### src/rtl/lsb_mem_sched_pkg.sv
// Shared opcode codes, IO-region marker and scheduler state encoding for lsb_mem_sched.
package lsb_mem_sched_pkg;

  localparam logic [5:0] OP_LB  = 6'd1;
  localparam logic [5:0] OP_LH  = 6'd2;
  localparam logic [5:0] OP_LW  = 6'd3;
  localparam logic [5:0] OP_LBU = 6'd4;
  localparam logic [5:0] OP_LHU = 6'd5;
  localparam logic [5:0] OP_SB  = 6'd6;
  localparam logic [5:0] OP_SH  = 6'd7;
  localparam logic [5:0] OP_SW  = 6'd8;

  // addr[17:16] value selecting the memory-mapped IO window 0x30000-0x3FFFF
  localparam logic [1:0] IO_HI_DEF = 2'b11;

  typedef enum logic [2:0] {
    IDLE    = 3'd0,
    WAIT_IO = 3'd1,
    BUSY    = 3'd2,
    DRAIN   = 3'd3,
    GAP     = 3'd4
  } state_e;

  function automatic logic is_store(input logic [5:0] op);
    return (op == OP_SB) || (op == OP_SH) || (op == OP_SW);
  endfunction

endpackage

### src/rtl/lsb_mem_sched.sv
// Issues one LSB load/store at a time to the memory controller data port,
// with IO-store back-pressure, flush draining and a mandatory request gap.
module lsb_mem_sched
  import lsb_mem_sched_pkg::*;
#(
  parameter int         ROB_W = 4,
  parameter logic [1:0] IO_HI = IO_HI_DEF
) (
  input  logic             clk,
  input  logic             rst,
  input  logic             rdy,
  input  logic             clr,
  input  logic             req_valid,
  input  logic             req_is_head,
  input  logic [5:0]       req_opcode,
  input  logic [31:0]      req_addr,
  input  logic [31:0]      req_data,
  input  logic [ROB_W-1:0] req_rob_id,
  output logic             req_ready,
  output logic             dat_sgn,
  output logic [31:0]      dat_addr,
  output logic [31:0]      dat_val,
  output logic [5:0]       dat_opcode,
  input  logic             dat_done,
  input  logic [31:0]      dat_rdata,
  input  logic             io_buffer_full,
  output logic             cdb_valid,
  output logic [ROB_W-1:0] cdb_rob_id,
  output logic [31:0]      cdb_val
);

  state_e             state_q, state_d;
  logic               sgn_q, sgn_d;
  logic               ready_q, ready_d;
  logic [31:0]        addr_q, addr_d;
  logic [31:0]        val_q, val_d;
  logic [5:0]         op_q, op_d;
  logic               load_q, load_d;
  logic [ROB_W-1:0]   rob_q, rob_d;
  logic               cdb_valid_q, cdb_valid_d;
  logic [ROB_W-1:0]   cdb_rob_q, cdb_rob_d;
  logic [31:0]        cdb_val_q, cdb_val_d;

  logic req_store;
  logic req_io;
  logic legal;
  logic issue;

  assign req_store = is_store(req_opcode);
  assign req_io    = (req_addr[17:16] == IO_HI);
  // Stores must be committed; IO loads have side effects so must not be speculative.
  assign legal     = (req_store || req_io) ? req_is_head : 1'b1;

  always_comb begin
    state_d     = state_q;
    sgn_d       = sgn_q;
    ready_d     = 1'b0;
    addr_d      = addr_q;
    val_d       = val_q;
    op_d        = op_q;
    load_d      = load_q;
    rob_d       = rob_q;
    cdb_valid_d = 1'b0;
    cdb_rob_d   = cdb_rob_q;
    cdb_val_d   = cdb_val_q;
    issue       = 1'b0;

    case (state_q)
      IDLE: begin
        if (req_valid && !clr && legal) begin
          if (req_store && req_io && io_buffer_full) state_d = WAIT_IO;
          else                                       issue   = 1'b1;
        end
      end
      WAIT_IO: begin
        if (!io_buffer_full) issue = 1'b1;
      end
      BUSY: begin
        if (dat_done) begin
          sgn_d   = 1'b0;
          state_d = GAP;
          if (load_q && !clr) begin
            cdb_valid_d = 1'b1;
            cdb_rob_d   = rob_q;
            cdb_val_d   = dat_rdata;
          end
        end else if (clr && load_q) begin
          // The controller cannot abort mid-access; keep requesting and drop the data.
          state_d = DRAIN;
        end
      end
      DRAIN: begin
        if (dat_done) begin
          sgn_d   = 1'b0;
          state_d = GAP;
        end
      end
      GAP:     state_d = IDLE;
      default: state_d = IDLE;
    endcase

    if (issue) begin
      state_d = BUSY;
      sgn_d   = 1'b1;
      ready_d = 1'b1;
      addr_d  = req_addr;
      val_d   = req_data;
      op_d    = req_opcode;
      load_d  = !req_store;
      rob_d   = req_rob_id;
    end
  end

  always_ff @(posedge clk) begin
    if (rst) begin
      state_q     <= IDLE;
      sgn_q       <= 1'b0;
      ready_q     <= 1'b0;
      addr_q      <= '0;
      val_q       <= '0;
      op_q        <= '0;
      load_q      <= 1'b0;
      rob_q       <= '0;
      cdb_valid_q <= 1'b0;
      cdb_rob_q   <= '0;
      cdb_val_q   <= '0;
    end else if (rdy) begin
      state_q     <= state_d;
      sgn_q       <= sgn_d;
      ready_q     <= ready_d;
      addr_q      <= addr_d;
      val_q       <= val_d;
      op_q        <= op_d;
      load_q      <= load_d;
      rob_q       <= rob_d;
      cdb_valid_q <= cdb_valid_d;
      cdb_rob_q   <= cdb_rob_d;
      cdb_val_q   <= cdb_val_d;
    end
  end

  assign req_ready  = ready_q;
  assign dat_sgn    = sgn_q;
  assign dat_addr   = addr_q;
  assign dat_val    = val_q;
  assign dat_opcode = op_q;
  assign cdb_valid  = cdb_valid_q;
  assign cdb_rob_id = cdb_rob_q;
  assign cdb_val    = cdb_val_q;

endmodule

### config.mk
export PLATFORM = sky130hd
export DESIGN_NAME = lsb_mem_sched
export DESIGN_NICKNAME = d
export VERILOG_FILES = /design/src/rtl/lsb_mem_sched_pkg.sv /design/src/rtl/lsb_mem_sched.sv
export SDC_FILE = /design/constraint.sdc
export NUM_CORES = 1
export LEC_CHECK = 0
export CAP_MARGIN = 10
export CORE_MARGIN = 3
export CORE_UTILIZATION = 46
export DETAILED_ROUTE_END_ITERATION = 8
export GPL_ROUTABILITY_DRIVEN = 0
export PLACE_DENSITY = 0.94
export SETUP_SLACK_MARGIN = 0.1
export SYNTH_ARGS = -nofsm -noshare
export SYNTH_HDL_FRONTEND = slang
export SYNTH_SLANG_ARGS = --single-unit
### constraint.sdc
create_clock -name clk -period 4.2 [get_ports clk]
set_clock_uncertainty 0.1 [all_clocks]
set_input_delay 0.84 -clock clk [delete_from_list [all_inputs] [get_ports clk]]
set_output_delay 0.84 -clock clk [all_outputs]
set_load 0.01 [all_outputs]
==> results of run 1 <==
where the power goes:
part	leakage, nW	total (mW)	switching, mW	internal, mW
clock	0.287	1.46	0.486	0.969
sequential	0.948	1.19	0.0305	1.16
combinational	1.56	0.451	0.211	0.240
cell usage after synthesis:
library cell / count
o21ai_0: 120
dfxtp_1: 117
nand2b_1: 78
nand2_1: 76
nor2b_1: 75
a21oi_1: 42
clkbuf_1: 35
o21ai_2: 28
clkbuf_2: 7
buf_12: 4
buf_6: 4
a2111oi_0: 2
inv_1: 2
nor3b_1: 2
o21ai_1: 2
or2b_1: 2
a211oi_2: 1
a21boi_0: 1
a21oi_2: 1
a221oi_2: 1
a311oi_1: 1
a31o_2: 1
a31oi_1: 1
and2_1: 1
buf_1: 1
buf_2: 1
buf_4: 1
nand3b_1: 1
nand4b_1: 1
nor2_1: 1
nor3b_2: 1
nor4_2: 1
o22a_2: 1
or2_2: 1
or2_4: 1
or3_1: 1
or4_1: 1
or4b_4: 1
stage by stage:
step	instances	worst slack (ns)	util, %	hold slack (ns)	power (mW)
after floorplan	618	1.701	-	0.3273	1.444
after global placement	933	0.9015	67.24	0.3345	1.651
after detailed placement	933	0.8312	67.24	0.3453	1.662
after CTS	963	1.251	72.71	0.3536	3.124
after global routing	964	1.088	72.96	0.3663	3.213
final	964	1.226	72.96	0.3540	3.100
logic make-up (layout without fill, tap and decap cells):
kind of cell | count (synthesis) | in the layout | synth area share (%)
DFF | 117 | 117 | 45.17
and+or+nand+nor | 244 | 244 | 26.35
AOI/OAI and AO/OA | 202 | 202 | 22.39
buffers and inverters | 55 | 261 | 6.081
flip-flops by register name, indices dropped and copies added, names as in the netlist:
name,flops
cdb_rob_id,4
cdb_valid,1
state_q,3
load_q,1
dat_sgn,1
cdb_val,32
dat_val,32
req_ready,1
dat_opcode,6
rob_q,4
dat_addr,32
critical path: stages:
cell,delay (ns)
clkdlybuf4s50_1,0.45
or4b_4,0.54
a221oi_2,0.26
o22a_2,0.20
buf_4,0.51
nand2b_1,0.21
a311oi_1,0.08
per-layer routing:
metal | vias up | share of wire [%]
met1 | 2305 | 40
li1 | 2445 | -
met5 | - | 0
met4 | 0 | 1.3
met3 | 16 | 7.7
met2 | 185 | 50
area by class of cell:
cell class                      instances  area [sq um]
Clock buffer                           21         470.5
Multi-Input combinational cell        446          2539
Clock inverter                          9         127.6
Sequential cell                       117          2342
Timing Repair Buffer                  229          2317
Tap cell                              140         175.2
Inverter                                2         7.507
Fill cell                             789          2957
worst max path at each step:
| stage | startpoint | end | slack (ns) | cells after the start |
|---|---|---|---|---|
| 2_1_floorplan | req_opcode[0] | req_ready | 1.70 | 7 |
| 3_3_place_gp | req_opcode[0] | state_q[1] | 0.90 | 7 |
| 3_5_place_dp | req_opcode[1] | dat_val[27] | 0.83 | 7 |
| 4_1_cts | req_opcode[1] | dat_val[23] | 1.25 | 7 |
| 5_1_grt | req_opcode[1] | dat_val[3] | 1.09 | 7 |
| 6_report | req_opcode[1] | state_q[1] | 1.23 | 7 |
==> run metrics, run 1 <==
status=finished clean; Slew HR=between 50% and 60%; Reg2Reg Setup Slack=2.14 ns; setup TNS=0 ns; Vias=4951; GRT Max-Usage Layer=met2; Area growth syn-to-layout=53.89%; M3 GR Usage=under 10%; share of cells above drive strength 1=under 10%; Achievable Freq=~340 MHz; Placed Area=7353 sq um; average size of a mapped cell=~8.4 sq um; Synth Warn #=0; Seq/Total Area, Yosys=45.17%; Max Cap Viol=0; Synth Cell Area=5185 sq um; io pins=approximately 220; worst skew pair latency=0.40 ns; CTS Root Cell=clkbuf_16; post-cts resize count=0; row cnt=38; final worst path period need=2.974 ns; H-tree depth=4; Initial Util=47.41%; Chip Height=112.2 um; Setup crit end kind=register; Worst Hold End=cdb_val[1]; critical path data required time=roughly 4.4 ns; Cells on Worst Hold Path=2; met2 Use GR=between 30 and 40%; largest net degree at the start of global routing=82; grt met1 use=26.67%; wire length per cell=15.34 um; maximum fanout along the worst path=76; synth top area cells=dfxtp_1, o21ai_0, nand2b_1; die width=112.2 um; CP Class=input pin to register; commonest non-fill, non-tap cells in the layout=clkdlybuf4s50_1, o21ai_0, dfxtp_1; final net count=927; 1st-iter DRT viols=283; CTS Buffer Depth=2; reg-to-reg critical path endpoint=cdb_val[8]; gr usage total=22.68%; PortBufs=222; Post-DP HPWL=just over 10000 um; final setup vio count=0; Syn Nets=732; period utilization=70.81%; Hold Buf Count CTS=0; post-synth top area cell=dfxtp_1; design area=about 8000 sq um; Worst Reg-to-Reg Cells=5; worst min path class=register to register; TritonCTS clock tree=done; hold path startpoint=cdb_val[1]; # diodes=0; CTS Buf Count=17; initial antenna violation count=0; Final ANT Viol Nets=0; crit start category=input pin; drt total wl=14790 um; synth unique cells=38; core footprint=10940 sq um; Reg clk slew, reported paths=0.05 ns; clock sinks=117; FF+latch count, synth=117; grt ovf=0; CP arrival=3.13 ns; Leak=2.797 nW; most common cell after layout, fill and taps aside=clkdlybuf4s50_1; RSZ-0062 raised after global routing=no; Least-Margin Pin Slew=0.6585 ns; maximum VDD drop=0.2155 mV; Power Dens Cells=388.6 nW/um^2; top cell type's share of synthesized area=45.17%; RR Startpoint=state_q[2]; final hold vios=0; number of remaining DRC errors=0; Final Slew Violations=0; Syn Inst Count=618; post-DR vias/cell=5.136; postcts setup bufs=0; first-pass GRT wire length=23670 um; Pre-antenna DRT Iters=4; vias in the first global route=4959; die area=approximately 13000 sq um
Power figures use the tool's default switching activity.
==> run 2, diff against run 1 <==
--- a/config.mk
+++ b/config.mk
@@ -7,10 +7,10 @@
 export LEC_CHECK = 0
 export CAP_MARGIN = 10
 export CORE_MARGIN = 3
-export CORE_UTILIZATION = 46
+export CORE_UTILIZATION = 38
 export DETAILED_ROUTE_END_ITERATION = 8
 export GPL_ROUTABILITY_DRIVEN = 0
-export PLACE_DENSITY = 0.94
+export PLACE_DENSITY = 0.84
 export SETUP_SLACK_MARGIN = 0.1
 export SYNTH_ARGS = -nofsm -noshare
 export SYNTH_HDL_FRONTEND = slang
==> constraint.sdc (replaced) <==
create_clock -name clk -period 2.44 [get_ports clk]
set_clock_uncertainty 0.1 [all_clocks]
set_input_delay 0.488 -clock clk [delete_from_list [all_inputs] [get_ports clk]]
set_output_delay 0.488 -clock clk [all_outputs]
set_load 0.01 [all_outputs]
==> run metrics, run 2 (synthesis results as in run 1) <==
# diodes=0 (unchanged); Final ANT Viol Nets=0 (unchanged); Power Dens Cells=635.6 nW/um^2 (was 388.6 nW/um^2); CTS Buffer Depth=2 (unchanged); Least-Margin Pin Slew=0.4721 ns (was 0.6585 ns); period utilization=93.06%; Chip Height=122.8 um (was 112.2 um); pre-CTS setup slack=-0.2569 ns (was 0.8312 ns); Vias=4882 (was 4951); Slew HR=68.52% (was 56.10%); io pins=223 (unchanged); maximum fanout along the worst path=22 (was 76); die width=122.8 um (was 112.2 um); Achievable Freq=440.4 MHz; first-pass GRT wire length=22550 um (was 23670 um); TritonCTS clock tree=done (unchanged); largest net degree at the start of global routing=76 (was 82); die area=15080 sq um (was 12580 sq um); Post-DP HPWL=9700 um (was 10050 um); Reg clk slew, reported paths=0.05 ns (about the same); final hold vios=0 (unchanged); post-DR vias/cell=4.819 (was 5.136); Layout fillers=1165 (was 789); Placed Area=7576 sq um (was 7353 sq um); CP arrival=2.45 ns (was 3.13 ns); RSZ-0062 raised after global routing=no (unchanged); worst skew pair latency=0.40 ns (about the same); CTS Root Cell=clkbuf_16 (unchanged); post-cts resize count=0 (unchanged); core footprint=13300 sq um (was 10940 sq um); Max Cap Viol=0 (unchanged); gr usage total=18.72% (was 22.68%); Initial Util=39.00% (was 47.41%); worst setup margin=0.1694 ns (was 1.226 ns); critical path data required time=2.62 ns (was 4.35 ns); Leak=2.886 nW (was 2.797 nW); design area=8170 sq um (was 7979 sq um); 1st-iter DRT viols=259 (was 283); setup TNS=0 ns (unchanged); maximum VDD drop=0.4071 mV (was 0.2155 mV); Pre-antenna DRT Iters=5 (was 4); final worst path period need=2.271 ns; wire length per cell=14.46 um (was 15.34 um); initial antenna violation count=0 (unchanged); Final Slew Violations=0 (unchanged); grt ovf=0 (unchanged); Hold Buf Count CTS=0 (unchanged); vias in the first global route=4575 (was 4959); H-tree depth=4 (unchanged); most common cell after layout, fill and taps aside=clkdlybuf4s50_1 (unchanged); row cnt=42 (was 38); Area growth syn-to-layout=57.58% (was 53.89%); CP Class=input pin to register (unchanged); number of remaining DRC errors=0 (unchanged); CTS Buf Count=17 (unchanged); worst min path class=register to register (unchanged); Setup crit end kind=register (unchanged); clock sinks=117 (unchanged); final setup vio count=0 (unchanged); final net count=941 (was 927); PortBufs=222 (unchanged); crit start category=input pin (unchanged); status=finished clean (unchanged); commonest non-fill, non-tap cells in the layout=clkdlybuf4s50_1, o21ai_0, dfxtp_1 (unchanged); drt total wl=14650 um (was 14790 um); share of cells above drive strength 1=10.39% (was 9.223%)
[run 2: cell types whose count changed in the layout (fill, tap and decap cells not counted)]
cell | previous run | this run
clkbuf_8 | 3 | 4
buf_12 | 2 | 10
clkinvlp_4 | 3 | 0
bufinv_16 | 3 | 1
clkinv_2 | 3 | 4
buf_4 | 5 | 11
clkbuf_1 | 1 | 3
buf_16 | 1 | 0
clkbuf_16 | 17 | 18
[run 2: cell type report]
cell class / instances / area (sq um) / area share [%]
multi-input combinational: 446 / 2539 / 31.07
tap: 176 / 220.2 / 2.695
timing repair buffer: 243 / 2520 / 30.84
clock inverter: 5 / 50.05 / 0.6126
clock buffer: 24 / 491.7 / 6.018
sequential: 117 / 2342 / 28.67
inverter: 2 / 7.507 / 0.09188
[run 2: final timing paths]
check                     start       endpoint  slack [ns]  cells after the start
setup / recovery  req_opcode[0]       rob_q[0]        0.17                      7
hold / removal         rob_q[0]  cdb_rob_id[0]        0.34                      2
setup reg to reg     state_q[0]         load_q        0.53                      6
hold reg to reg        rob_q[0]  cdb_rob_id[0]        0.34                      2
[run 2: metrics by stage]
step                      utilization, %  hold slack (ns)  power [mW]  std cells
after floorplan                        -           0.3273       2.485        618
after global placement             56.98           0.3364       2.908        981
after detailed placement           56.98           0.3418       2.913        981
after CTS                          61.06           0.3475       5.219       1010
after global routing               61.45           0.3590       5.410       1013
final                              61.45           0.3421       5.193       1013
[run 2: timing repair]
| item | in CTS | in global routing |
|---|---|---|
| endpoints found under the setup margin | 0 | 4 |
| buffers inserted | 0 | 2 |
| hold endpoints to repair | 0 | 0 |
[run 2: power breakdown]
part / switching, mW / leakage, nW / internal (mW) / total, mW
combinational: 0.383 / 1.67 / 0.474 / 0.858
clock: 0.802 / 0.272 / 1.48 / 2.28
sequential: 0.0493 / 0.948 / 2.00 / 2.05
[run 2: layer usage]
metal | vias up | wire [um] | GRT usage [%]
li1 | 2478 | - | -
met4 | 0 | 210 | 6.438
met3 | 19 | 1161 | 6.544
met1 | 2222 | 6295 | 23.39
met2 | 163 | 6983 | 30.03
met5 | - | 0 | 0
[run 2: critical path: stages]
cell,delay [ns]
clkdlybuf4s50_1,0.43
or4b_4,0.55
a221oi_2,0.25
o22a_2,0.22
or2_4,0.19
buf_12,0.20
o21ai_0,0.11
==> run 3, diff against run 2 <==
--- a/config.mk
+++ b/config.mk
@@ -5,12 +5,14 @@
 export SDC_FILE = /design/constraint.sdc
 export NUM_CORES = 1
 export LEC_CHECK = 0
+export ABC_AREA = 1
+export ABC_CLOCK_PERIOD_IN_PS = 2440
 export CAP_MARGIN = 10
 export CORE_MARGIN = 3
-export CORE_UTILIZATION = 38
+export CORE_UTILIZATION = 36
 export DETAILED_ROUTE_END_ITERATION = 8
 export GPL_ROUTABILITY_DRIVEN = 0
-export PLACE_DENSITY = 0.84
+export PLACE_DENSITY = 0.85
 export SETUP_SLACK_MARGIN = 0.1
 export SYNTH_ARGS = -nofsm -noshare
 export SYNTH_HDL_FRONTEND = slang
==> run metrics, run 3 <==
CTS Buf Count=17 (unchanged); Synth Warn #=0 (unchanged); postcts setup bufs=0 (unchanged); first-pass GRT wire length=20440 um (was 22550 um); CP Class=input pin to register (unchanged); final worst path period need=2.000 ns (was 2.271 ns); worst path bufs/invs=3 (was 2); final hold slack=0.3614 ns (was 0.3421 ns); vias in the first global route=4143 (was 4575); ys async rst share=0% (unchanged); Area growth syn-to-layout=70.27% (was 57.58%); DP Cell Count=904 (was 981); H-tree depth=4 (unchanged); setup TNS=0 ns (unchanged); final setup vio count=0 (unchanged); Slew HR=78.08% (was 68.52%); Seq/Total Area, Yosys=54.95% (was 45.17%); Max Cap Viol=0 (unchanged); final core utilization=63.03% (was 61.45%); commonest non-fill, non-tap cells in the layout=nor2_1, clkdlybuf4s50_1, dfxtp_1 (was clkdlybuf4s50_1, o21ai_0, dfxtp_1); Power, Total=6.299 mW (was 5.193 mW); Setup crit end kind=register (unchanged); TritonCTS clock tree=done (unchanged); maximum fanout along the worst path=20 (was 22); crit start category=input pin (unchanged); cell-by-cell trace of the critical path=clkdlybuf4s50_1 > nor2_1 > nand2_1 > nand2_1 > nand2_1 > nand2_1 > nand2_1 > nand3_2 > nand2_2 > nand2_4 > inv_2 > buf_4 > nor2_1 > nor2_1 (was clkdlybuf4s50_1 > or4b_4 > a221oi_2 > o22a_2 > or2_4 > buf_12 > o21ai_0); most frequent CP cell=nand2_1; worst skew pair latency=0.40 ns (about the same); Least-Margin Pin Slew=0.3263 ns (was 0.4721 ns); die width=114.8 um (was 122.8 um); post-synth top area cell=dfxtp_1 (unchanged); FF+latch count, synth=117 (unchanged); CP arrival=2.23 ns (was 2.45 ns); core footprint=11520 sq um (was 13300 sq um); post-DR vias/cell=4.729 (was 4.819); worst stage delay on the critical path=0.51 ns (was 0.55 ns); final hold vios=0 (unchanged); Synth Cell Area=4263 sq um (was 5185 sq um); RSZ-0062 raised after global routing=no (unchanged); 1st-iter DRT viols=302 (was 259); wire length per cell=13.90 um (was 14.46 um); gr usage total=19.77% (was 18.72%); period utilization=81.97% (was 93.06%); final net count=894 (was 941); Syn Inst Count=558 (was 618); number of remaining DRC errors=0 (unchanged); Final Slew Violations=0 (unchanged); clock sinks=117 (unchanged); io pins=223 (unchanged); Worst path slowest cell=clkdlybuf4s50_1 (was or4b_4); Leak=2.898 nW (was 2.886 nW); synth unique cells=23 (was 38); grt ovf=0 (unchanged); maximum VDD drop=0.5291 mV (was 0.4071 mV); Syn Nets=672 (was 732); Reg clk slew, reported paths=0.05 ns (about the same); Vias=4426 (was 4882); Power Dens Cells=867.8 nW/um^2 (was 635.6 nW/um^2); most common cell after layout, fill and taps aside=nor2_1 (was clkdlybuf4s50_1); top cell type's share of synthesized area=54.95% (was 45.17%); share of cells above drive strength 1=7.566% (was 10.39%); largest net degree at the start of global routing=92 (was 76); critical path data required time=2.67 ns (was 2.62 ns); worst min path class=register to register (unchanged); non-filler cells, final=936 (was 1013); Initial Util=37.02% (was 39.00%); Largest delay share family, worst path=simple AND/OR/NAND/NOR gates (unchanged); Pre-antenna DRT Iters=4 (was 5); Chip Height=114.8 um (was 122.8 um); EDFF count, synth=0 (unchanged); CTS Root Cell=clkbuf_16 (unchanged); post-cts resize count=0 (unchanged); Achievable Freq=500.0 MHz (was 440.4 MHz); ys flop type=dfxtp_1 (unchanged); synth top area cells=dfxtp_1, nor2_1, o21ai_0 (was dfxtp_1, o21ai_0, nand2b_1); Hold Buf Count CTS=0 (unchanged); PortBufs=222 (unchanged); Synth top cells by count=nor2_1, dfxtp_1, o21ai_0 (was o21ai_0, dfxtp_1, nand2b_1); CTS Buffer Depth=2 (unchanged); top-count cell post-synth=nor2_1 (was o21ai_0); average size of a mapped cell=7.639 sq um (was 8.390 sq um); Layout fillers=972 (was 1165); Post-DP HPWL=9390 um (was 9700 um); initial antenna violation count=0 (unchanged); Final ANT Viol Nets=0 (unchanged); status=finished clean (unchanged); # diodes=0 (unchanged); drt total wl=13020 um (was 14650 um); row cnt=39 (was 42); die area=13180 sq um (was 15080 sq um)
[run 3: changes by cell type after synthesis, sizes merged, moves of 3 or more]
cell,previous run,this run
nand3,0,8
inv,2,22
nand2,76,21
clkbuf,42,22
a21oi,43,6
nor2b,75,0
nor3b,3,0
o21ai,150,111
nand2b,78,0
nor2,1,233
[run 3: cells by family after synthesis]
logic type             synth area share (%)
AOI/OAI and AO/OA                     13.88
buffers and inverters                 6.310
DFF                                   54.95
and+or+nand+nor                       24.86
[run 3: power breakdown]
group | total [mW] | internal [mW] | leakage [nW] | switching [mW]
clock | 2.49 | 1.61 | 0.283 | 0.883
combinational | 1.51 | 0.795 | 1.66 | 0.715
sequential | 2.30 | 2.17 | 0.951 | 0.131
[run 3: tightest hold or removal path: stages (launching register included)]
cell and delay, ns:
dfxtp_1 0.30, nand2_1 0.06, a21oi_1 0.05
[run 3: cell type report]
| class | count | area (sq um) | share of cell area, % |
|---|---|---|---|
| Clock buffer | 21 | 480.5 | 6.620 |
| Inverter | 22 | 82.58 | 1.138 |
| Tap cell | 143 | 178.9 | 2.465 |
| Multi-Input combinational cell | 385 | 1652 | 22.75 |
| Sequential cell | 117 | 2342 | 32.27 |
| Clock inverter | 11 | 125.1 | 1.724 |
| Timing Repair Buffer | 237 | 2397 | 33.03 |
[run 3: final timing paths]
path                       from      endpoint  slack, ns  cells past startpoint
hold / removal        req_ready     req_ready       0.36                      2
setup reg to reg     state_q[1]    cdb_val[1]       0.68                      9
hold reg to reg       req_ready     req_ready       0.36                      2
setup / recovery  req_opcode[2]  dat_addr[18]       0.44                     14
[run 3: routing by layer]
layer / up-vias / GRT usage (%) / part of all wire, %
li1: 2230 / - / -
met1: 1991 / 22.64 / 40
met2: 182 / 32.52 / 48
met3: 23 / 8.105 / 9.5
met4: 0 / 8.685 / 2.0
met5: - / 0 / 0
[run 3: through the flow]
stage               instance area, sq um  setup slack, ns
detailed placement                  6653         0.007146
global placement                    6653          0.09197
floorplan                           4263           0.6597
CTS                                 7258           0.4300
global route                        7258           0.2378
finish                              7258           0.4399
